[src/rtl/mig_write_ctrl.sv]
// MIG user-interface write path: takes 128-bit phrases from the pixel packer and issues
// one write command plus one write-data beat per phrase at a frame-relative DDR address.
module mig_write_ctrl #(
   parameter int FRAME_PHRASES = 9600,
   parameter int BASE_ADDR     = 0,
   parameter int ADDR_STRIDE   = 8,
   parameter int ADDR_WIDTH    = 27
) (
   input  logic                  clk_in,
   input  logic                  rst_in,
   input  logic                  valid_in,
   output logic                  ready_in,
   input  logic [127:0]          data_in,
   input  logic                  tuser_in,
   output logic [ADDR_WIDTH-1:0] app_addr,
   output logic [2:0]            app_cmd,
   output logic                  app_en,
   input  logic                  app_rdy,
   output logic [127:0]          app_wdf_data,
   output logic                  app_wdf_wren,
   output logic                  app_wdf_end,
   output logic [15:0]           app_wdf_mask,
   input  logic                  app_wdf_rdy,
   output logic                  frame_done,
   output logic                  resync
);

   localparam logic [ADDR_WIDTH-1:0] LAST_IDX = ADDR_WIDTH'(FRAME_PHRASES - 1);

   typedef enum logic {EMPTY, BUSY} state_t;

   state_t                  state;
   logic                    cmd_done;
   logic                    data_done;
   logic                    last_held;
   logic [ADDR_WIDTH-1:0]   next_idx;
   logic [ADDR_WIDTH-1:0]   use_idx;
   logic                    full;
   logic                    cmd_hs;
   logic                    data_hs;
   logic                    finish;
   logic                    accept;

   function automatic logic [ADDR_WIDTH-1:0] phrase_addr(input logic [ADDR_WIDTH-1:0] idx);
      return ADDR_WIDTH'(BASE_ADDR) + idx * ADDR_WIDTH'(ADDR_STRIDE);
   endfunction

   function automatic logic [ADDR_WIDTH-1:0] idx_after(input logic [ADDR_WIDTH-1:0] idx);
      return (idx == LAST_IDX) ? '0 : idx + ADDR_WIDTH'(1);
   endfunction

   assign full         = (state == BUSY);
   assign app_en       = full && !cmd_done;
   assign app_wdf_wren = full && !data_done;
   assign app_wdf_end  = app_wdf_wren;
   assign app_cmd      = 3'b000;
   assign app_wdf_mask = '0;

   assign cmd_hs  = app_en && app_rdy;
   assign data_hs = app_wdf_wren && app_wdf_rdy;
   // Holding slot frees up in the same cycle its last outstanding channel handshakes.
   assign finish  = full && (cmd_done || app_rdy) && (data_done || app_wdf_rdy);
   assign ready_in = !rst_in && (!full || finish);
   assign accept   = valid_in && ready_in;
   assign use_idx  = tuser_in ? '0 : next_idx;

   always_ff @(posedge clk_in) begin
      if (rst_in) begin
         state        <= EMPTY;
         cmd_done     <= 1'b0;
         data_done    <= 1'b0;
         last_held    <= 1'b0;
         next_idx     <= '0;
         app_addr     <= ADDR_WIDTH'(BASE_ADDR);
         app_wdf_data <= '0;
         frame_done   <= 1'b0;
         resync       <= 1'b0;
      end else begin
         frame_done <= finish && last_held;
         resync     <= accept && tuser_in && (next_idx != '0);
         if (accept) begin
            state        <= BUSY;
            cmd_done     <= 1'b0;
            data_done    <= 1'b0;
            app_addr     <= phrase_addr(use_idx);
            app_wdf_data <= data_in;
            next_idx     <= idx_after(use_idx);
            last_held    <= (use_idx == LAST_IDX);
         end else begin
            if (finish) state <= EMPTY;
            if (cmd_hs) cmd_done <= 1'b1;
            if (data_hs) data_done <= 1'b1;
         end
      end
   end

endmodule

[config.mk]
export PLATFORM = sky130hd
export DESIGN_NAME = mig_write_ctrl
export DESIGN_NICKNAME = d
export VERILOG_FILES = /design/src/rtl/mig_write_ctrl.sv
export SDC_FILE = /design/constraint.sdc
export NUM_CORES = 1
export LEC_CHECK = 0
export ABC_AREA = 1
export BUFFER_PORTS_ARGS = -buffer_cell sky130_fd_sc_hd__buf_2
export CELL_PAD_IN_SITES_DETAIL_PLACEMENT = 1
export CELL_PAD_IN_SITES_GLOBAL_PLACEMENT = 1
export CORE_UTILIZATION = 30
export DETAILED_ROUTE_END_ITERATION = 10
export GPL_TIMING_DRIVEN = 0
export MAX_ROUTING_LAYER = met4
export PLACE_DENSITY_LB_ADDON = 0.1
export SYNTH_ARGS = -nofsm -noshare
export SYNTH_HDL_FRONTEND = slang
export SYNTH_SLANG_ARGS = --single-unit
export TNS_END_PERCENT = 20
[constraint.sdc]
create_clock -name clk_in -period 1.73 [get_ports clk_in]
set_input_delay 0.2595 -clock clk_in [delete_from_list [all_inputs] [get_ports clk_in]]
set_output_delay 0.2595 -clock clk_in [all_outputs]
set_load 0.02 [all_outputs]
# Word level (Yosys, flattened, before mapping)
# Index checks and enable logic that the tools add are counted.
[totals] output_inout_bits=180 reg_bits=185 wordCells=36
[op_classes] add_sub_neg=1 reduce_logical=21 n_eq_ne=1 mux=4
[op_table] cell="$mux W27" n=2
[op_table] cell="$add A27 B1 Y27 const B" n=1
[op_table] cell="$eq A27 B14 Y1 const B" n=1
[op_table] cell="$reduce_bool A27 Y1" n=1
[op_table] cell="$logic_and A1 B1 Y1" n=11
[op_table] cell="$logic_not A1 Y1" n=4
[op_table] cell="$logic_or A1 B1 Y1" n=3
[op_table] cell="$mux W1" n=2
[op_table] cell="$reduce_bool A2 Y1" n=1
[op_table] cell="$reduce_or A2 Y1" n=1

# Depth between registers and ports, before layout
# Gate-level depths: netlist of run 1.
[depth] word_depth=8 ltp_mapped=15 depth_no_buf=12

# Worst setup path after synthesis of run 1
# Ideal clock, no wire load.
[synth_timing] path_type="input -> register" start="input tuser_in" end="register next_idx[26]" slack_ps=-124 path_buffers=3 arrival_time_ps=1741 stages=14 required_ps=1617 path_cell_list="buf_6 inv_4 buf_6 buf_2 nand2_1 inv_1 ha_1 nand4_2 inv_1 nand2_2 nor2_2 nand3_1 nand3_1 nand2_1"
[synth_between] elab_chain_len=3 elab_cells_between_ends=4 cone_classes="1 x add/sub; 1 x eq/ne; 2 x mux"
[synth_rtl] item="start: declaration" line_no="14" source="input logic tuser_in,"
[synth_rtl] item="$mux W27 (*)" line_no="65" source="assign use_idx = tuser_in ? '0 : next_idx;"
[synth_rtl] item="via use_idx[0]" line_no="37" source="logic [ADDR_WIDTH-1:0] use_idx;"
[synth_rtl] item="$add A27 B1 Y27 / $eq A27 B14 Y1 (equally long branches)" line_no="49" source="return (idx == LAST_IDX) ? '0 : idx + ADDR_WIDTH'(1);"
[synth_rtl] item="$mux W27 (*)" line_no="49"
[synth_rtl] item="end signal: assignment" line_no="87" source="next_idx <= idx_after(use_idx);"
[synth_rtl] item="end: declaration" line_no="36" source="logic [ADDR_WIDTH-1:0] next_idx;"
# Mark *: on every way through the listed nets, which the timed path passes. The rest lies on a longest branch.
# A chain may end at the register's enable or synchronous reset.

# Final worst setup path of run 1
[layout_timing] start="register cmd_done" end="output ready_in"
[layout_between] elab_chain_len=5
[layout_rtl] item="start: declaration" line_no="33" source="logic cmd_done;"
[layout_rtl] item="start signal: assignment" line_no="70" source="cmd_done <= 1'b0;"
[layout_rtl] item="start signal: assignment" line_no="83" source="cmd_done <= 1'b0;"
[layout_rtl] item="start signal: assignment" line_no="91" source="if (cmd_hs) cmd_done <= 1'b1;"
[layout_rtl] item="$logic_or A1 B1 Y1" line_no="62" source="assign finish = full && (cmd_done || app_rdy) && (data_done || app_wdf_rdy);"
[layout_rtl] item="$logic_and A1 B1 Y1 (2 in series)" line_no="62"
[layout_rtl] item="$logic_or A1 B1 Y1" line_no="63" source="assign ready_in = !rst_in && (!full || finish);"
[layout_rtl] item="$logic_and A1 B1 Y1" line_no="63"
[layout_rtl] item="end: declaration" line_no="12" source="output logic ready_in,"
# No other way between the ends.

==> results of run 1 <==
==> power breakdown <==
group / total (uW) / switching (uW) / internal, uW
combinational: 1440 / 905 / 535
clock: 4080 / 2000 / 2080
sequential: 4620 / 120 / 4500
==> worst max path at each step <==
stage                            from                              to  slack [ns]
6_report        cmd_done$_SDFFE_PP0P_                        ready_in         0.1
5_1_grt        data_done$_SDFFE_PP0P_  app_wdf_data[123]$_SDFFE_PP0P_       -0.04
4_1_cts        data_done$_SDFFE_PP0P_   app_wdf_data[37]$_SDFFE_PP0P_        0.02
3_5_place_dp                 tuser_in        next_idx[8]$_SDFFE_PP0P_       -0.77
3_3_place_gp                 tuser_in       next_idx[13]$_SDFFE_PP0P_       -0.71
2_1_floorplan                tuser_in       next_idx[13]$_SDFFE_PP0P_       -0.02
==> cell usage after synthesis (all sizes together) <==
cell | n | area (um2)
nand3 | 58 | 320.3
or2 | 1 | 6.260
and2 | 3 | 18.77
dfxtp | 185 | 3704
o21ai | 14 | 70.07
buf | 61 | 463.0
conb | 1 | 3.750
nand3b | 1 | 7.510
ha | 1 | 12.51
inv | 55 | 211.5
nor2 | 64 | 267.8
clkbuf | 7 | 26.28
nand2 | 544 | 2054
xnor2 | 2 | 17.52
nor3 | 2 | 10.01
o22ai | 3 | 18.77
xor2 | 6 | 52.55
a21oi | 18 | 90.09
nand4 | 3 | 25.02
o21bai | 2 | 15.01
nor4 | 2 | 12.51
==> routing by layer <==
| metal | part of all wire | track usage | up-vias |
|---|---|---|---|
| met3 | 0.051 | 0.04298 | 19 |
| met4 | 0.011 | 0.05026 | 0 |
| met5 | 0 | - | - |
| met1 | 0.45 | 0.2479 | 3387 |
| met2 | 0.49 | 0.3598 | 213 |
| li1 | - | - | 3816 |
==> worst min-delay path: cells and delay by family <==
| kind | cells | cell delay, ns |
|---|---|---|
| buf+inv | 1 | 0.07 |
| simple gates | 2 | 0.09 |
==> flip-flops by register name, summed over array words and instances (netlist names) <==
| register | flops |
|---|---|
| app_wdf_data | 128 |
| next_idx | 27 |
| app_addr | 24 |
| cmd_done | 1 |
| data_done | 1 |
| frame_done | 1 |
| full | 1 |
| last_held | 1 |
| resync | 1 |
==> per-stage QoR <==
stage / cells / area (um2)
global placement: 1667 / 9348
global route: 1726 / 10320
finish: 1726 / 10320
CTS: 1724 / 10230
detailed placement: 1667 / 9348
floorplan: 1054 / 7496
==> cell families (layout without fill, tap and decap cells) <==
group / after synthesis / after routing / synth area share
xor+xnor: 8 / 8 / 0.009460
simple gates: 678 / 678 / 0.3676
other cells: 1 / 23 / 0.0005063
compound gates: 37 / 37 / 0.02618
buf+inv: 123 / 470 / 0.09460
fa+ha+maj: 1 / 1 / 0.001689
flops: 185 / 185 / 0.5000
==> timing repair <==
item / 4_1_cts / 5_1_grt
setup endpoints to repair: 106 / 157
resized for setup: 11 / 28
pin swaps: 1 / 2
hold buffers: 25 / 0
setup buffers: 0 / 1
endpoints found under the hold margin: 25 / 0
==> cell type report <==
type	count	area (um2)
Antenna cell	1	2.502
Buffer	68	533.0
Clock buffer	18	429.2
Clock inverter	14	172.7
Fill cell	3161	13930
Inverter	55	216.5
Multi-Input combinational cell	746	3148
Sequential cell	185	3709
Tap cell	324	405.4
Timing Repair Buffer	315	1704
==> impl_metrics.env, run 1 <==
export IMPL_initial_utilization=0.3055
export IMPL_path_max_fanout=3
export IMPL_slew_violations=0
export IMPL_grt_pass1_vias=7218
export IMPL_insertion_delay_ns=0.44
export IMPL_cts_tree="done"
export IMPL_final_cell_mix="nand2_1 (541), buf_2 (302), dfxtp_1 (181)"
export IMPL_min_path_type="input pin to register"
export IMPL_final_common_cell="nand2_1"
export IMPL_rrSetupSlack_ns=0.13
export IMPL_syn_to_final_growth_pct=39.32
export IMPL_reg2reg_depth=10
export IMPL_syn_area_mm2=0.007407
export IMPL_viasPerCell=4.308
export IMPL_rsz0062_at_grt="true"
export IMPL_setup_viol=0
export IMPL_final_util=0.4256
export IMPL_wl_per_cell_um=14.95
export IMPL_p_leak_uw=0.005540
export IMPL_synth_seq_cells=185
export IMPL_fin_ws_ns=0.09591
export IMPL_place_hpwl_um=19690
export IMPL_drv_cap=0
export IMPL_wl_um=25800
export IMPL_ys_seq_area_frac=0.5000
export IMPL_setup_tns_ns=0
export IMPL_fp_dieH_um=159.1
export IMPL_relSlewSlack=0.6529
export IMPL_holdWs_ns=0.01103
export IMPL_drt_pass1_iter_count=4
export IMPL_clk_path_buf_depth=2
export IMPL_holdPathStages=3
export IMPL_path_cells="or2_1 > nand3_2 > nand2_2 > nand2_1 > inv_1 > buf_2"
export IMPL_cts_sinks=185
export IMPL_clock_skew_final_ns=0.01403
export IMPL_core_area_mm2=0.02425
export IMPL_grt_max_degree=20
export IMPL_cp_buffers_inverters=2
export IMPL_synth_cell_types=32
export IMPL_die_x_um=159.1
export IMPL_std_cell_rows=57
export IMPL_critPathLaunchType="register"
export IMPL_critPathTopFamily="simple AND/OR/NAND/NOR gates"
export IMPL_drt_iter0_drc=376
export IMPL_worst_setup_path_end_kind="primary output"
export IMPL_grt_overflow_total=0
export IMPL_cts_root_buf="clkbuf_16"
export IMPL_numCtsBuffers=17
export IMPL_min_period_ns=1.634
export IMPL_grt_pass1_wl_um=39990
export IMPL_hold_viol=0
export IMPL_p_per_area_mw_per_mm2=983.0
export IMPL_postSynthAreaPerCell_um2=7.170
export IMPL_crit_type="register to primary output"
export IMPL_max_vdd_ir_drop_v=0.0004458
export IMPL_die_area_mm2=0.02532
export IMPL_synthCells=1033
export IMPL_cp_depth=6
export IMPL_reg2reg_to="next_idx[13]$_SDFFE_PP0P_"
export IMPL_yosysWarnings=0
export IMPL_ios=314
export IMPL_min_delay_worst_endpoint="app_wdf_data[103]$_SDFFE_PP0P_"
export IMPL_drc=0
export IMPL_grt_usage=0.2087
export IMPL_total_power_uw=10140
export IMPL_drive_above_1_share=0.2998
export IMPL_ant_nets=0
export IMPL_rr_startpoint="next_idx[1]$_SDFFE_PP0P_"
export IMPL_slowest_stage="dfxtp_2"
export IMPL_place_gp_congestion=0.8450
export IMPL_antenna_found_initial=1
export IMPL_pre_cts_ws_ns=-0.7731
export IMPL_arrival_ns=1.37
export IMPL_max_freq_mhz=612.0
export IMPL_status="completed"
export IMPL_cpPeakStageDelay_ns=0.33
export IMPL_cp_required_ns=1.47
export IMPL_cts_htree_levels=4
export IMPL_io_buffers=289
export IMPL_finalCritPeriodShare=0.9446
export IMPL_vias=7435
export IMPL_min_from="data_in[103]"
export IMPL_cts_clk_slew_worst_paths_ns=0.08
export IMPL_tightest_slew_ns=0.5206
export IMPL_final_net_count=1523
(Power assumes the default switching activity.)
==> run 2, diff against run 1 <==
Settings changed: PLACE_DENSITY set to 0.82, PLACE_DENSITY_LB_ADDON 0.1 to not set.
==> run 2 against run 1 <==
Net effect:
- via count up 3.2%
- clock power down 4%
- die area unchanged
- critical path type unchanged
- critical endpoint unchanged
- highest routed layer unchanged
==> impl_metrics.env, run 2 (synthesis gave the netlist of run 1 again) <==
export IMPL_ant_nets=0
export IMPL_place_hpwl_um=19660
export IMPL_final_area_mm2=0.01030
export IMPL_arrival_ns=1.41
export IMPL_status="completed"
export IMPL_finalCritPeriodShare=0.9666
export IMPL_drc=0
export IMPL_core_area_mm2=0.02425
export IMPL_top_register="app_wdf_data"
export IMPL_rsz0062_at_grt="true"
export IMPL_p_leak_uw=0.005522
export IMPL_instances_no_fill=1725
export IMPL_seq_area_mm2=0.003709
export IMPL_drv_cap=0
export IMPL_cts_clk_slew_worst_paths_ns=0.08
export IMPL_rr_startpoint="next_idx[1]$_SDFFE_PP0P_"
export IMPL_grt_pass1_vias=7601
export IMPL_post_place_cells=1667
export IMPL_drt_pass1_iter_count=4
export IMPL_grt_usage=0.2102
export IMPL_numCtsBuffers=17
export IMPL_multi_input_area_mm2=0.003163
export IMPL_clk_path_buf_depth=2
export IMPL_holdWs_ns=0.01675
export IMPL_grt_overflow_total=0
export IMPL_critPathLaunchType="register"
export IMPL_placed_cell_area_mm2=0.009348
export IMPL_clock_skew_final_ns=0.01499
export IMPL_grt_pass1_wl_um=40620
export IMPL_vias=7672
export IMPL_std_cell_rows=57
export IMPL_total_power_uw=9988
export IMPL_wl_per_cell_um=14.92
export IMPL_path_max_fanout=3
export IMPL_max_freq_mhz=598.0
export IMPL_io_buffers=289
export IMPL_place_gp_congestion=0.8756
export IMPL_min_period_ns=1.672
export IMPL_final_cell_mix="nand2_1 (541), buf_2 (297), dfxtp_1 (181)"
export IMPL_viasPerCell=4.448
export IMPL_cts_root_buf="clkbuf_16"
export IMPL_die_x_um=159.1
export IMPL_final_net_count=1519
export IMPL_cts_sinks=185
export IMPL_crit_type="register to primary output"
export IMPL_final_util=0.4248
export IMPL_reg2reg_to="next_idx[20]$_SDFFE_PP0P_"
export IMPL_insertion_delay_ns=0.43
export IMPL_fp_dieH_um=159.1
export IMPL_max_vdd_ir_drop_v=0.0004423
export IMPL_ios=314
export IMPL_antenna_found_initial=4
export IMPL_fillers=3169
export IMPL_hold_viol=0
export IMPL_syn_to_final_growth_pct=39.05
export IMPL_grt_max_degree=20
export IMPL_worst_setup_path_end_kind="primary output"
export IMPL_cts_tree="done"
export IMPL_slew_violations=0
export IMPL_min_path_type="input pin to register"
export IMPL_p_per_area_mw_per_mm2=969.7
export IMPL_cts_htree_levels=4
export IMPL_min_from="data_in[111]"
export IMPL_min_delay_worst_endpoint="app_wdf_data[111]$_SDFFE_PP0P_"
export IMPL_tightest_slew_ns=0.6574
export IMPL_reg2reg_depth=11
export IMPL_relSlewSlack=0.5618
export IMPL_cp_required_ns=1.47
export IMPL_largest_registers="app_wdf_data (128), next_idx (27), app_addr (24)"
export IMPL_drive_above_1_share=0.3028
export IMPL_cp_startpoint="cmd_done$_SDFFE_PP0P_"
export IMPL_drt_iter0_drc=417
export IMPL_final_common_cell="nand2_1"
export IMPL_holdPathStages=3
export IMPL_wl_um=25740
export IMPL_setup_viol=0
export IMPL_largest_reg_flops=128
export IMPL_initial_utilization=0.3055
export IMPL_rrSetupSlack_ns=0.08
export IMPL_die_area_mm2=0.02532
[run 2: cell count changes in the layout (fill, tap and decap cells not counted), moves of 2 or more]
cell           delta
dlygate4sd3_1     -7
buf_2             -5
diode_2           +3
clkbuf_2          -2
buf_4             +9
[run 2: worst max-delay path by stage]
stage / to / slack (ns)
after floorplan: next_idx[13]$_SDFFE_PP0P_ / -0.02
after global placement: next_idx[13]$_SDFFE_PP0P_ / -0.54
after detailed placement: next_idx[13]$_SDFFE_PP0P_ / -0.59
after CTS: next_idx[13]$_SDFFE_PP0P_ / 0.0008
after global routing: app_wdf_data[104]$_SDFFE_PP0P_ / -0.05
final: ready_in / 0.06
[run 2: area by class of cell]
cell class | instances | share of cell area
Sequential cell | 185 | 0.3601
Multi-Input combinational cell | 746 | 0.3071
Tap cell | 324 | 0.03936
Clock buffer | 18 | 0.04264
Clock inverter | 14 | 0.01482
Buffer | 68 | 0.05272
Timing Repair Buffer | 311 | 0.1608
Antenna cell | 4 | 0.0009718
Inverter | 55 | 0.02150
[run 2: power breakdown]
group          switching [uW]  internal [uW]  total (uW)
Sequential                124           4500        4630
Combinational             901            530        1430
Clock                    1960           1970        3930
Total                    2980           7010        9990
[run 2: metal layers]
| layer | vias to the layer above | routed length, um | GRT usage |
|---|---|---|---|
| li1 | 3818 | - | - |
| met1 | 3592 | 10920 | 0.2434 |
| met2 | 240 | 13020 | 0.3624 |
| met3 | 22 | 1397 | 0.04194 |
| met4 | 0 | 405 | 0.06949 |
| met5 | - | 0 | - |
[run 2: critical path, stage by stage (launching register included)]
cell	delay, ns
dfxtp_2	0.33
or2_1	0.23
nand3_2	0.10
nand2_4	0.07
nand2_1	0.06
inv_1	0.04
buf_2	0.15
[run 2: what timing repair did]
action                                  CTS  global route
endpoints found under the hold margin    17             1
hold buffers                             17             1
gates resized for setup                  17            30
cloned                                    0             0
endpoints found under the setup margin  139           144
pin swaps                                 0             2
setup buffers                             0             4
[run 2: per-stage QoR]
| stage | TNS, ns | setup WS [ns] |
|---|---|---|
| 2_1_floorplan | -0.1046 | -0.01865 |
| 3_3_place_gp | -18.73 | -0.5423 |
| 3_5_place_dp | -25.90 | -0.5882 |
| 4_1_cts | 0 | 0.0008222 |
| 5_1_grt | -0.2901 | -0.04963 |
| 6_report | 0 | 0.05778 |
==> run 3, diff against run 2 <==
--- a/config.mk
+++ b/config.mk
@@ -6,5 +6,4 @@
 export NUM_CORES = 1
 export LEC_CHECK = 0
-export ABC_AREA = 1
 export BUFFER_PORTS_ARGS = -buffer_cell sky130_fd_sc_hd__buf_2
 export CELL_PAD_IN_SITES_DETAIL_PLACEMENT = 1
@@ -14,5 +13,5 @@
 export GPL_TIMING_DRIVEN = 0
 export MAX_ROUTING_LAYER = met4
-export PLACE_DENSITY = 0.82
+export PLACE_DENSITY = 0.81
 export SYNTH_ARGS = -nofsm -noshare
 export SYNTH_HDL_FRONTEND = slang
==> constraint.sdc (replaced) <==
create_clock -name clk_in -period 1.73 [get_ports clk_in]
set_input_delay 0.346 -clock clk_in [delete_from_list [all_inputs] [get_ports clk_in]]
set_output_delay 0.346 -clock clk_in [all_outputs]
set_load 0.02 [all_outputs]
==> run 3 against run 2 <==
Net effect:
- the run now ends with negative setup slack left
- largest power group unchanged
- global-route usage up 0.27 points
- highest routed layer unchanged
- cell count down 6.8%
- hold slack better by 0.073 ns
- first-iteration DRC count up 25%
==> impl_metrics.env, run 3 <==
export IMPL_initial_utilization=0.3070
export IMPL_grt_max_degree=19
export IMPL_yosysWarnings=0
export IMPL_syn_to_final_growth_pct=46.92
export IMPL_cts_tree="done"
export IMPL_std_cell_rows=56
export IMPL_instances_no_fill=1607
export IMPL_grt_pass1_wl_um=39800
export IMPL_holdWs_ns=0.08955
export IMPL_clk_path_buf_depth=2
export IMPL_cts_clk_slew_worst_paths_ns=0.08
export IMPL_rsz0062_at_grt="true"
export IMPL_critPathTopFamily="compound AO/OA/AOI/OAI gates"
export IMPL_status="complete, but fails checks"
export IMPL_path_cells="buf_2 > clkbuf_16 > nor2b_4 > ha_4 > and3_4 > a31o_4 > buf_8 > o31ai_1 > a22o_1"
export IMPL_violations="negative setup slack"
export IMPL_viasPerCell=4.914
export IMPL_synth_seq_cells=185
export IMPL_ant_nets=0
export IMPL_relSlewSlack=0.4549
export IMPL_drc=0
export IMPL_largest_reg_flops=128
export IMPL_min_period_ns=1.920
export IMPL_final_common_cell="nand2_1"
export IMPL_min_path_type="input pin to register"
export IMPL_setup_tns_ns=-1.599
export IMPL_yosysTopAreaCellShare=0.5110
export IMPL_clock_skew_final_ns=0.01416
export IMPL_postSynthAreaPerCell_um2=7.965
export IMPL_cp_required_ns=2.10
export IMPL_crit_type="input pin to register"
export IMPL_synth_common_cells="nand2_1 (300), dfxtp_1 (185), nand3_1 (154)"
export IMPL_io_buffers=290
export IMPL_path_max_fanout=10
export IMPL_slew_violations=0
export IMPL_final_area_mm2=0.01065
export IMPL_cp_buffers_inverters=3
export IMPL_diodes=0
export IMPL_insertion_delay_ns=0.43
export IMPL_p_per_area_mw_per_mm2=937.6
export IMPL_syn_area_mm2=0.007248
export IMPL_fillers=2905
export IMPL_slowest_stage="o31ai_1"
export IMPL_cts_htree_levels=4
export IMPL_final_net_count=1411
export IMPL_vias=7896
export IMPL_setup_viol=27
export IMPL_cts_sinks=185
export IMPL_fin_ws_ns=-0.1899
export IMPL_synth_async_reset_ratio=0
export IMPL_wl_um=28130
export IMPL_placed_cell_area_mm2=0.009226
export IMPL_critPathLaunchType="input pin"
export IMPL_top_register="app_wdf_data"
export IMPL_drv_cap=0
export IMPL_synth_top_area_cell="dfxtp_1"
export IMPL_arrival_ns=2.29
export IMPL_p_leak_uw=0.005403
export IMPL_place_hpwl_um=19200
export IMPL_post_place_cells=1540
export IMPL_grt_pass1_vias=7433
export IMPL_finalCritPeriodShare=1.110
export IMPL_synth_enable_flop_cells=0
export IMPL_antenna_found_initial=0
export IMPL_place_gp_congestion=0.8624
export IMPL_final_cell_mix="nand2_1 (299), buf_2 (292), dfxtp_1 (163)"
export IMPL_seq_area_mm2=0.003759
export IMPL_yosysMostFrequentCell="nand2_1"
export IMPL_drt_pass1_iter_count=5
export IMPL_ios=314
export IMPL_synthCells=910
export IMPL_max_freq_mhz=520.9
export IMPL_drive_above_1_share=0.3820
export IMPL_synth_cell_types=52
export IMPL_hold_viol=0
export IMPL_drt_iter0_drc=522
export IMPL_ys_seq_area_frac=0.5110
export IMPL_numCtsBuffers=17
export IMPL_worst_setup_path_end_kind="register"
export IMPL_pre_cts_ws_ns=-0.8707
export IMPL_grt_overflow_total=0
export IMPL_largest_registers="app_wdf_data (128), next_idx (27), app_addr (24)"
export IMPL_grt_usage=0.2129
export IMPL_multi_input_area_mm2=0.003437
export IMPL_synthTopCellsByArea="dfxtp_1 (51%), nand2_1 (16%), nand3_1 (11%), buf_4 (2.6%), clkbuf_1 (2.2%)"
export IMPL_core_area_mm2=0.02361
export IMPL_cpPeakStageDelay_ns=0.34
export IMPL_die_x_um=157.4
export IMPL_tightest_slew_ns=0.8177
export IMPL_fp_dieH_um=157.4
export IMPL_cts_root_buf="clkbuf_16"
export IMPL_max_vdd_ir_drop_v=0.0005396
export IMPL_synthFlopType="dfxtp_1"
export IMPL_rrSetupSlack_ns=-0.19
export IMPL_die_area_mm2=0.02479
export IMPL_wl_per_cell_um=17.51
## run 3: cell count changes after synthesis, sizes merged, moves of 9 or more
cell    delta
nand3     +97
buf       -16
o31ai     +12
inv       -48
nor2      -43
nand2    -244
clkbuf    +37
nor4       +9
a31oi     +12
## run 3: per-layer routing
metal  wire length (um)  track usage
met2              13680       0.3443
met1              11700       0.2541
met3               2072      0.05644
met5                  0            -
met4                676      0.07536
## run 3: kinds of logic (layout without fill, tap and decap cells)
group           Yosys count  after routing  synth area share
flops                   185            185            0.5110
buf+inv                  96            452           0.06801
mux                       2              2          0.002762
other cells               1             22         0.0005174
compound gates           89             90           0.08563
fa+ha+maj                 1              1          0.001726
simple gates            536            536            0.3304
## run 3: final cells by class
| cell class | instances | area share |
|---|---|---|
| sequential | 185 | 0.3530 |
| multi-input combinational | 651 | 0.3228 |
| timing repair buffer | 326 | 0.1688 |
| buffer | 88 | 0.06298 |
| clock buffer | 18 | 0.04030 |
| tap | 319 | 0.03748 |
| clock inverter | 13 | 0.01222 |
| inverter | 7 | 0.002467 |
## run 3: stage by stage
stage	utilization	power (uW)
2_1_floorplan	-	5511
3_3_place_gp	0.3907	6084
3_5_place_dp	0.3907	6119
4_1_cts	0.4307	10030
5_1_grt	0.4510	10420
6_report	0.4510	9984
## run 3: tightest hold or removal path, cell delays in order
cell and delay, ns:
buf_2 0.07, nand2_1 0.04, nand2_1 0.04
## run 3: power breakdown
group          leakage (uW)  switching (uW)  internal, uW
logic               0.00360             988           579
registers           0.00153             116          4470
clock network      0.000272            1920          1910
## run 3: final timing paths
path,from,endpoint,cells past startpoint
worst max register to register,next_idx[3]$_SDFFE_PP0P_,next_idx[21]$_SDFFE_PP0P_,7
worst min-delay path,data_in[88],app_wdf_data[88]$_SDFFE_PP0P_,3
worst min register to register,app_wdf_data[84]$_SDFFE_PP0P_,app_wdf_data[84]$_SDFFE_PP0P_,2
worst max-delay path,tuser_in,next_idx[21]$_SDFFE_PP0P_,9
## run 3: what timing repair did
action / CTS / global route
gates cloned: 2 / 2
pin swaps: 7 / 31
resized for setup: 90 / 80
hold buffers: 0 / 0
buffers inserted: 10 / 23
setup endpoints to repair: 185 / 172
